## config.mk

```make
export PLATFORM = sky130hd
export DESIGN_NAME = rtc_bus_sequencer
export DESIGN_NICKNAME = d
export VERILOG_FILES = /design/src/rtl/rtc_bus_pkg.sv /design/src/rtl/rtc_phase_timer.sv /design/src/rtl/rtc_bus_sequencer.sv
export SDC_FILE = /design/constraint.sdc
export NUM_CORES = 1
export LEC_CHECK = 0
export BUFFER_PORTS_ARGS = -buffer_cell sky130_fd_sc_hd__buf_4
export CORE_UTILIZATION = 40
export DETAILED_ROUTE_END_ITERATION = 10
export GPL_TIMING_DRIVEN = 1
export HOLD_SLACK_MARGIN = 0.12
export SLEW_MARGIN = 20
export SYNTH_ARGS = -nofsm -noshare
export SYNTH_HDL_FRONTEND = slang
export SYNTH_SLANG_ARGS = --single-unit
```

## constraint.sdc

```tcl
create_clock -name clk -period 6.4 [get_ports clk]
set_clock_uncertainty 0.1 [all_clocks]
set_input_delay 1.28 -clock clk [delete_from_list [all_inputs] [get_ports clk]]
set_output_delay 1.28 -clock clk [all_outputs]
set_load 0.02 [all_outputs]
```

## src/rtl/rtc_bus_pkg.sv

```systemverilog
// Shared types and constants for the RTC multiplexed-bus master: FSM encoding,
// default phase timing and the RTC chip register map.
package rtc_bus_pkg;

    typedef enum logic [2:0] {
        IDLE,
        A_STB,
        A_GAP,
        D_STB,
        D_GAP,
        FIN
    } seq_state_t;

    localparam int T_PH_DEF  = 4;
    localparam int T_GAP_DEF = 2;

    // RTC chip register map
    localparam logic [7:0] RTC_REG_SEC      = 8'h00;
    localparam logic [7:0] RTC_REG_MIN      = 8'h01;
    localparam logic [7:0] RTC_REG_HOUR     = 8'h02;
    localparam logic [7:0] RTC_REG_DAY      = 8'h03;
    localparam logic [7:0] RTC_REG_WDAY     = 8'h04;
    localparam logic [7:0] RTC_REG_MON      = 8'h05;
    localparam logic [7:0] RTC_REG_YEAR     = 8'h06;
    localparam logic [7:0] RTC_REG_TMR_CTRL = 8'h07;
    localparam logic [7:0] RTC_REG_TMR_CNT  = 8'h08;
    localparam logic [7:0] RTC_REG_IRQ_STAT = 8'h09;

endpackage

```

## src/rtl/rtc_phase_timer.sv

```systemverilog
// Loadable down-counter with a zero flag; used for bus phase timing and the
// IRQ hold timeout.
module rtc_phase_timer #(
    parameter int W = 4
) (
    input  logic         clk,
    input  logic         rst,
    input  logic         load,
    input  logic [W-1:0] load_val,
    output logic         zero
);

    logic [W-1:0] cnt;

    always_ff @(posedge clk or negedge rst) begin
        if (!rst)             cnt <= '0;
        else if (load)        cnt <= load_val;
        else if (cnt != '0)   cnt <= cnt - 1'b1;
    end

    assign zero = (cnt == '0);

endmodule

```

## src/rtl/rtc_bus_sequencer.sv

```systemverilog
// AD/CS/RD/WR burst master for the external RTC plus IRQ conditioning.
// Optional macro RTC_IRQ_TIMEOUT_EN adds a self-clear of irq_pending after IRQ_HOLD clocks.
module rtc_bus_sequencer
    import rtc_bus_pkg::*;
#(
    parameter int DATA_W   = 8,
    parameter int NREG     = 9,
    parameter int T_PH     = T_PH_DEF,
    parameter int T_GAP    = T_GAP_DEF,
    parameter int IRQ_HOLD = 600
) (
    input  logic                       clk,
    input  logic                       rst,
    input  logic                       start,
    input  logic                       wr_nrd,
    input  logic [DATA_W-1:0]          base_addr,
    input  logic [$clog2(NREG+1)-1:0]  count,
    input  logic [NREG*DATA_W-1:0]     wdata,
    output logic                       busy,
    output logic                       done,
    output logic [NREG*DATA_W-1:0]     rdata,
    output logic                       ad,
    output logic                       cs_n,
    output logic                       rd_n,
    output logic                       wr_n,
    output logic                       bus_oe,
    output logic [DATA_W-1:0]          bus_dout,
    input  logic [DATA_W-1:0]          bus_din,
    input  logic                       irq_n,
    input  logic                       irq_ack,
    output logic                       irq_pending
);

    localparam int CW   = $clog2(NREG+1);
    localparam int TMAX = (T_PH > T_GAP) ? T_PH : T_GAP;
    localparam int TW   = $clog2(TMAX+1);

    seq_state_t                state, state_d;
    logic [DATA_W-1:0]         addr;
    logic [CW-1:0]             idx, left, cnt_clamp;
    logic                      wr_q;
    logic [NREG*DATA_W-1:0]    wdata_q;
    logic                      tmr_load, tmr_zero;
    logic [TW-1:0]             tmr_val;

    assign cnt_clamp = (count > CW'(NREG)) ? CW'(NREG) : count;

    rtc_phase_timer #(.W(TW)) u_ph_tmr (
        .clk      (clk),
        .rst      (rst),
        .load     (tmr_load),
        .load_val (tmr_val),
        .zero     (tmr_zero)
    );

    always_ff @(posedge clk or negedge rst) begin
        if (!rst) state <= IDLE;
        else      state <= state_d;
    end

    // count=0 passes through one idle-looking D_GAP clock so done lands 2 clocks after start
    always_comb begin
        state_d  = state;
        tmr_load = 1'b0;
        tmr_val  = '0;
        case (state)
            IDLE: if (start) begin
                tmr_load = 1'b1;
                if (cnt_clamp == '0) state_d = D_GAP;
                else begin
                    state_d = A_STB;
                    tmr_val = TW'(T_PH-1);
                end
            end
            A_STB: if (tmr_zero) begin
                state_d = A_GAP; tmr_load = 1'b1; tmr_val = TW'(T_GAP-1);
            end
            A_GAP: if (tmr_zero) begin
                state_d = D_STB; tmr_load = 1'b1; tmr_val = TW'(T_PH-1);
            end
            D_STB: if (tmr_zero) begin
                state_d = D_GAP; tmr_load = 1'b1; tmr_val = TW'(T_GAP-1);
            end
            D_GAP: if (tmr_zero) begin
                if (left <= CW'(1)) state_d = FIN;
                else begin
                    state_d = A_STB; tmr_load = 1'b1; tmr_val = TW'(T_PH-1);
                end
            end
            FIN:     state_d = IDLE;
            default: state_d = IDLE;
        endcase
    end

    always_ff @(posedge clk or negedge rst) begin
        if (!rst) begin
            addr    <= '0;
            idx     <= '0;
            left    <= '0;
            wr_q    <= 1'b0;
            wdata_q <= '0;
            rdata   <= '0;
        end else begin
            if (state == IDLE && start) begin
                wr_q    <= wr_nrd;
                addr    <= base_addr;
                left    <= cnt_clamp;
                idx     <= '0;
                wdata_q <= wdata;
            end
            if (state == D_STB && tmr_zero && !wr_q)
                rdata[idx*DATA_W +: DATA_W] <= bus_din;
            if (state == D_GAP && tmr_zero && left != '0) begin
                addr <= addr + 1'b1;
                idx  <= idx + 1'b1;
                left <= left - 1'b1;
            end
        end
    end

    // Bus pins decode straight from state so reset releases them without a clock
    always_comb begin
        ad       = 1'b1;
        cs_n     = 1'b1;
        rd_n     = 1'b1;
        wr_n     = 1'b1;
        bus_oe   = 1'b0;
        bus_dout = '0;
        case (state)
            A_STB: begin
                ad = 1'b0; cs_n = 1'b0; wr_n = 1'b0; bus_oe = 1'b1; bus_dout = addr;
            end
            A_GAP: begin
                ad = 1'b0; bus_oe = 1'b1; bus_dout = addr;
            end
            D_STB: begin
                cs_n = 1'b0;
                if (wr_q) begin
                    wr_n = 1'b0; bus_oe = 1'b1; bus_dout = wdata_q[idx*DATA_W +: DATA_W];
                end else begin
                    rd_n = 1'b0;
                end
            end
            default: ;
        endcase
    end

    assign busy = (state != IDLE) && (state != FIN);
    assign done = (state == FIN);

    logic irq_s1, irq_s2, irq_s3, irq_fall, irq_clr;

    always_ff @(posedge clk or negedge rst) begin
        if (!rst) {irq_s1, irq_s2, irq_s3} <= 3'b111;
        else      {irq_s1, irq_s2, irq_s3} <= {irq_n, irq_s1, irq_s2};
    end

    assign irq_fall = irq_s3 & ~irq_s2;

`ifdef RTC_IRQ_TIMEOUT_EN
    localparam int HW = $clog2(IRQ_HOLD+1);
    logic hold_zero;

    rtc_phase_timer #(.W(HW)) u_irq_tmr (
        .clk      (clk),
        .rst      (rst),
        .load     (irq_fall),
        .load_val (HW'(IRQ_HOLD-1)),
        .zero     (hold_zero)
    );

    assign irq_clr = irq_ack | (irq_pending & hold_zero);
`else
    assign irq_clr = irq_ack;
`endif

    always_ff @(posedge clk or negedge rst) begin
        if (!rst)          irq_pending <= 1'b0;
        else if (irq_fall) irq_pending <= 1'b1;
        else if (irq_clr)  irq_pending <= 1'b0;
    end

endmodule

```

==> summary.txt <==
Drt
  • DRC violations left: 0
  • Iteration count of the initial detailed-routing pass: 5
  • Initial DRC count: 313
  • DRT Wirelength: 20730 um
  • Total vias in the final route: 6297
  • Final antenna-violating net count: 0
  • Avg WL per Cell: 16.40 um
  • Avg Vias per Cell: 4.982

Clock tree
  • Cell at the root of the clock tree: sky130_fd_sc_hd__clkbuf_16
  • Post-CTS Hold Fix Bufs: 0
  • Num CTS Buffers: 17
  • Clk pin slew, worst setup/hold paths: 0.07 ns
  • Deepest clock path buffer count: 2
  • CTS tree: built
  • H-tree Lvls: 4
  • Clock network latency to the later pin of the worst-skew pair: 0.43 ns
  • Post-CTS setup-driven buffer insertion count: 0
  • Count of cells resized by post-cts repair: 0
  • Clock Sinks: 171

Synth
  • Most frequent cell after synthesis: sky130_fd_sc_hd__nand2_1
  • Fraction of synthesis flops using an asynchronous set or reset pin: 1.000
  • Number of library cell types mapped by synthesis: 58
  • Number of storage elements in the synthesis netlist: 171
  • Share of synthesized area spent on multiplexers: 0.1028
  • Post-synthesis share of cell area spent on and, or, nand and nor gates: 0.2192
  • Area of the mapped netlist: 7993 um2
  • Cell type contributing the most total cell area after synthesis: sky130_fd_sc_hd__dfrtp_1
  • Fraction of the mapped netlist area in adder cells: 0.01879
  • Xor and xnor area share after synthesis: 0.004383
  • Post-synth EDFFs: 0
  • Synthesized net count: 927
  • Main synth FF type: sky130_fd_sc_hd__dfrtp_1
  • Dominant combinational cell family by area after synthesis: simple AND/OR/NAND/NOR gates
  • Cell types with the largest area share after synthesis: sky130_fd_sc_hd__dfrtp_1 53%, sky130_fd_sc_hd__nand2_1 14%, sky130_fd_sc_hd__mux4_2 4.5%
  • Most frequent cells after synthesis: 300 x sky130_fd_sc_hd__nand2_1, 168 x sky130_fd_sc_hd__dfrtp_1, 50 x sky130_fd_sc_hd__o21ai_0
  • Compound-Gate Fraction of Synth Area: 0.08516
  • Sequential area share after synthesis: 0.5358
  • Share of the synthesized area in the top cell type: 0.5260
  • Avg Inst Size Synth: 9.783 um2
  • Mapped Cells: 817
  • Warning count from the yosys run: 0

Placed design
  • Post-place instance area: 9577 um2
  • Number of buffers added on ports: 185
  • Placed wire-length estimate: 14380 um
  • Final estimated routing congestion in global placement: 0.8225

Die
  • Io pins: 186
  • Height of the chip: 143.4 um
  • Full die area: 20550 um2
  • Area of the core: 19530 um2
  • Number of core rows: 51
  • Die boundary width: 143.4 um
  • Starting density of the core: 0.4093

Timing
  • Final min period: 4.274 ns
  • Hold violation count in the final report: 0
  • Worst slew margin relative to its limit: 0.2877
  • Worst slew pin tran: 1.068 ns
  • Number of slew-limit violations in the final report: 0
  • Setup violators final: 0
  • Final worst path period share: 0.6679
  • Sum Neg Setup Slack: 0 ns
  • RSZ-0062 raised after global routing: false
  • Fmax: 233.9 MHz

Cells and area
  • Nets: 1096
  • Final-layout fill cell count: 1873
  • Area Overhead vs Synth: 27.41%
  • Share of post-route cells with drive strength above 1: 0.2883
  • Ant. Diodes: 0
  • Final design area excluding fillers: 10180 um2

Global routing
  • Antenna violations before repair: 1
  • Total GRT Usage: 0.2122
  • Wire length of the first global-routing pass: 32990 um
  • Total global routing overflow: 0
  • Via count of the first global-routing pass: 6088
  • Largest net degree at the start of global routing: 83

Setup path
  • Required time reported for the critical path endpoint: 5.02 ns
  • Kind of critical path: flip-flop to primary output
  • Type of origin of the critical path: flip-flop
  • Slack of the worst reg-to-reg path: 2.92 ns
  • Crit path max fanout: 25
  • Category of the worst setup path capture point: primary output
  • Arrival time of the worst setup path: 2.89 ns

Min path
  • Path category of the worst min-delay check: flip-flop to flip-flop

Job
  • Maximum Capacitance Violations: 0

Power
  • Power Density: 232.9 nW/um2
  • Peak VDD IR: 0.0001744 V
  • Standby leakage power: 5.046 nW

Outcome
  • Status: finished clean
## metrics by stage
step,hold slack (ns),util,setup WS [ns],cells,total power [mW]
floorplan,0.2452,-,3.231,817,1.222
global placement,0.2474,0.4905,2.686,1232,1.339
detailed placement,0.2493,0.4905,2.613,1232,1.340
CTS,0.2593,0.5212,2.144,1264,2.402
global route,0.2620,0.5215,1.875,1264,2.464
finish,0.2576,0.5215,2.126,1264,2.372
## kinds of logic (layout without fill, tap and decap cells)
kind of cell	after synthesis	count (layout)
AO/OA/AOI/OAI	107	107
multiplexers	58	58
AND/OR/NAND/NOR	402	402
flip-flops	171	171
XOR/XNOR	4	4
buffers and inverters	63	245
adder cells (fa/ha/maj)	12	12
## worst max-delay path, cell delays in order (launching register included)
cell and delay [ns]:
sky130_fd_sc_hd__dfrtp_1 0.78, sky130_fd_sc_hd__nor3_1 0.43, sky130_fd_sc_hd__nand4_1 0.13, sky130_fd_sc_hd__nor2_1 0.61, sky130_fd_sc_hd__a22oi_1 0.15, sky130_fd_sc_hd__o21ai_0 0.17
sky130_fd_sc_hd__buf_4 0.20
## worst paths after layout
check,to,start,cells after the start
min in group asynchronous,irq_pending,rst,1
max in group asynchronous,idx[0],rst,2
setup reg to reg,rdata[39],idx[1],5
setup / recovery,bus_dout[3],idx[1],6
hold reg to reg,irq_s2,irq_s1,0
hold / removal,irq_s2,irq_s1,0
## area by class of cell
type | count | area, um2 | share of cell area
clock inverter | 14 | 161.4 | 0.01585
sequential | 171 | 4284 | 0.4207
multi-input combinational | 583 | 3455 | 0.3392
clock buffer | 18 | 439.2 | 0.04313
timing repair buffer | 189 | 1423 | 0.1397
tap | 265 | 331.6 | 0.03256
inverter | 24 | 90.09 | 0.008846
## metal layers
| layer | up-vias | wire (um) | global-route usage |
|---|---|---|---|
| met5 | - | 0 | 0 |
| met2 | 209 | 9344 | 0.3273 |
| met4 | 0 | 275 | 0.05879 |
| met3 | 21 | 1515 | 0.05498 |
| met1 | 3007 | 9598 | 0.2955 |
| li1 | 3060 | - | - |
## power breakdown
| group | total, mW | leakage, nW | switching, mW | internal, mW |
|---|---|---|---|---|
| logic | 0.165 | 2.67 | 0.0843 | 0.0811 |
| clock network | 1.05 | 0.283 | 0.461 | 0.594 |
| registers | 1.15 | 2.09 | 0.0300 | 1.12 |
| total | 2.37 | 5.05 | 0.575 | 1.80 |
## sequential cells by signal, summed over array words and instances, names as in the netlist
signal / cells
addr: 8
rdata: 72
state: 3
left: 4
irq_pending: 1
u_ph_tmr.cnt: 3
wdata_q: 72
irq_s3: 1
wr_q: 1
irq_s2: 1
idx: 4
irq_s1: 1
## layout by cell type (no fill, tap or decap), drive strengths merged, types with 5 or more instances in the layout
cell type,instances
buf,189
a21oi,13
dfrtp,168
ha,12
mux4,16
nand2,301
nand2b,5
nor3,13
nor2,31
o21ai,59
nand3,16
mux2i,9
a221o,5
clkbuf,18
a22oi,9
inv,28
mux2,33
and2,16
Power figures use the tool's default switching activity.
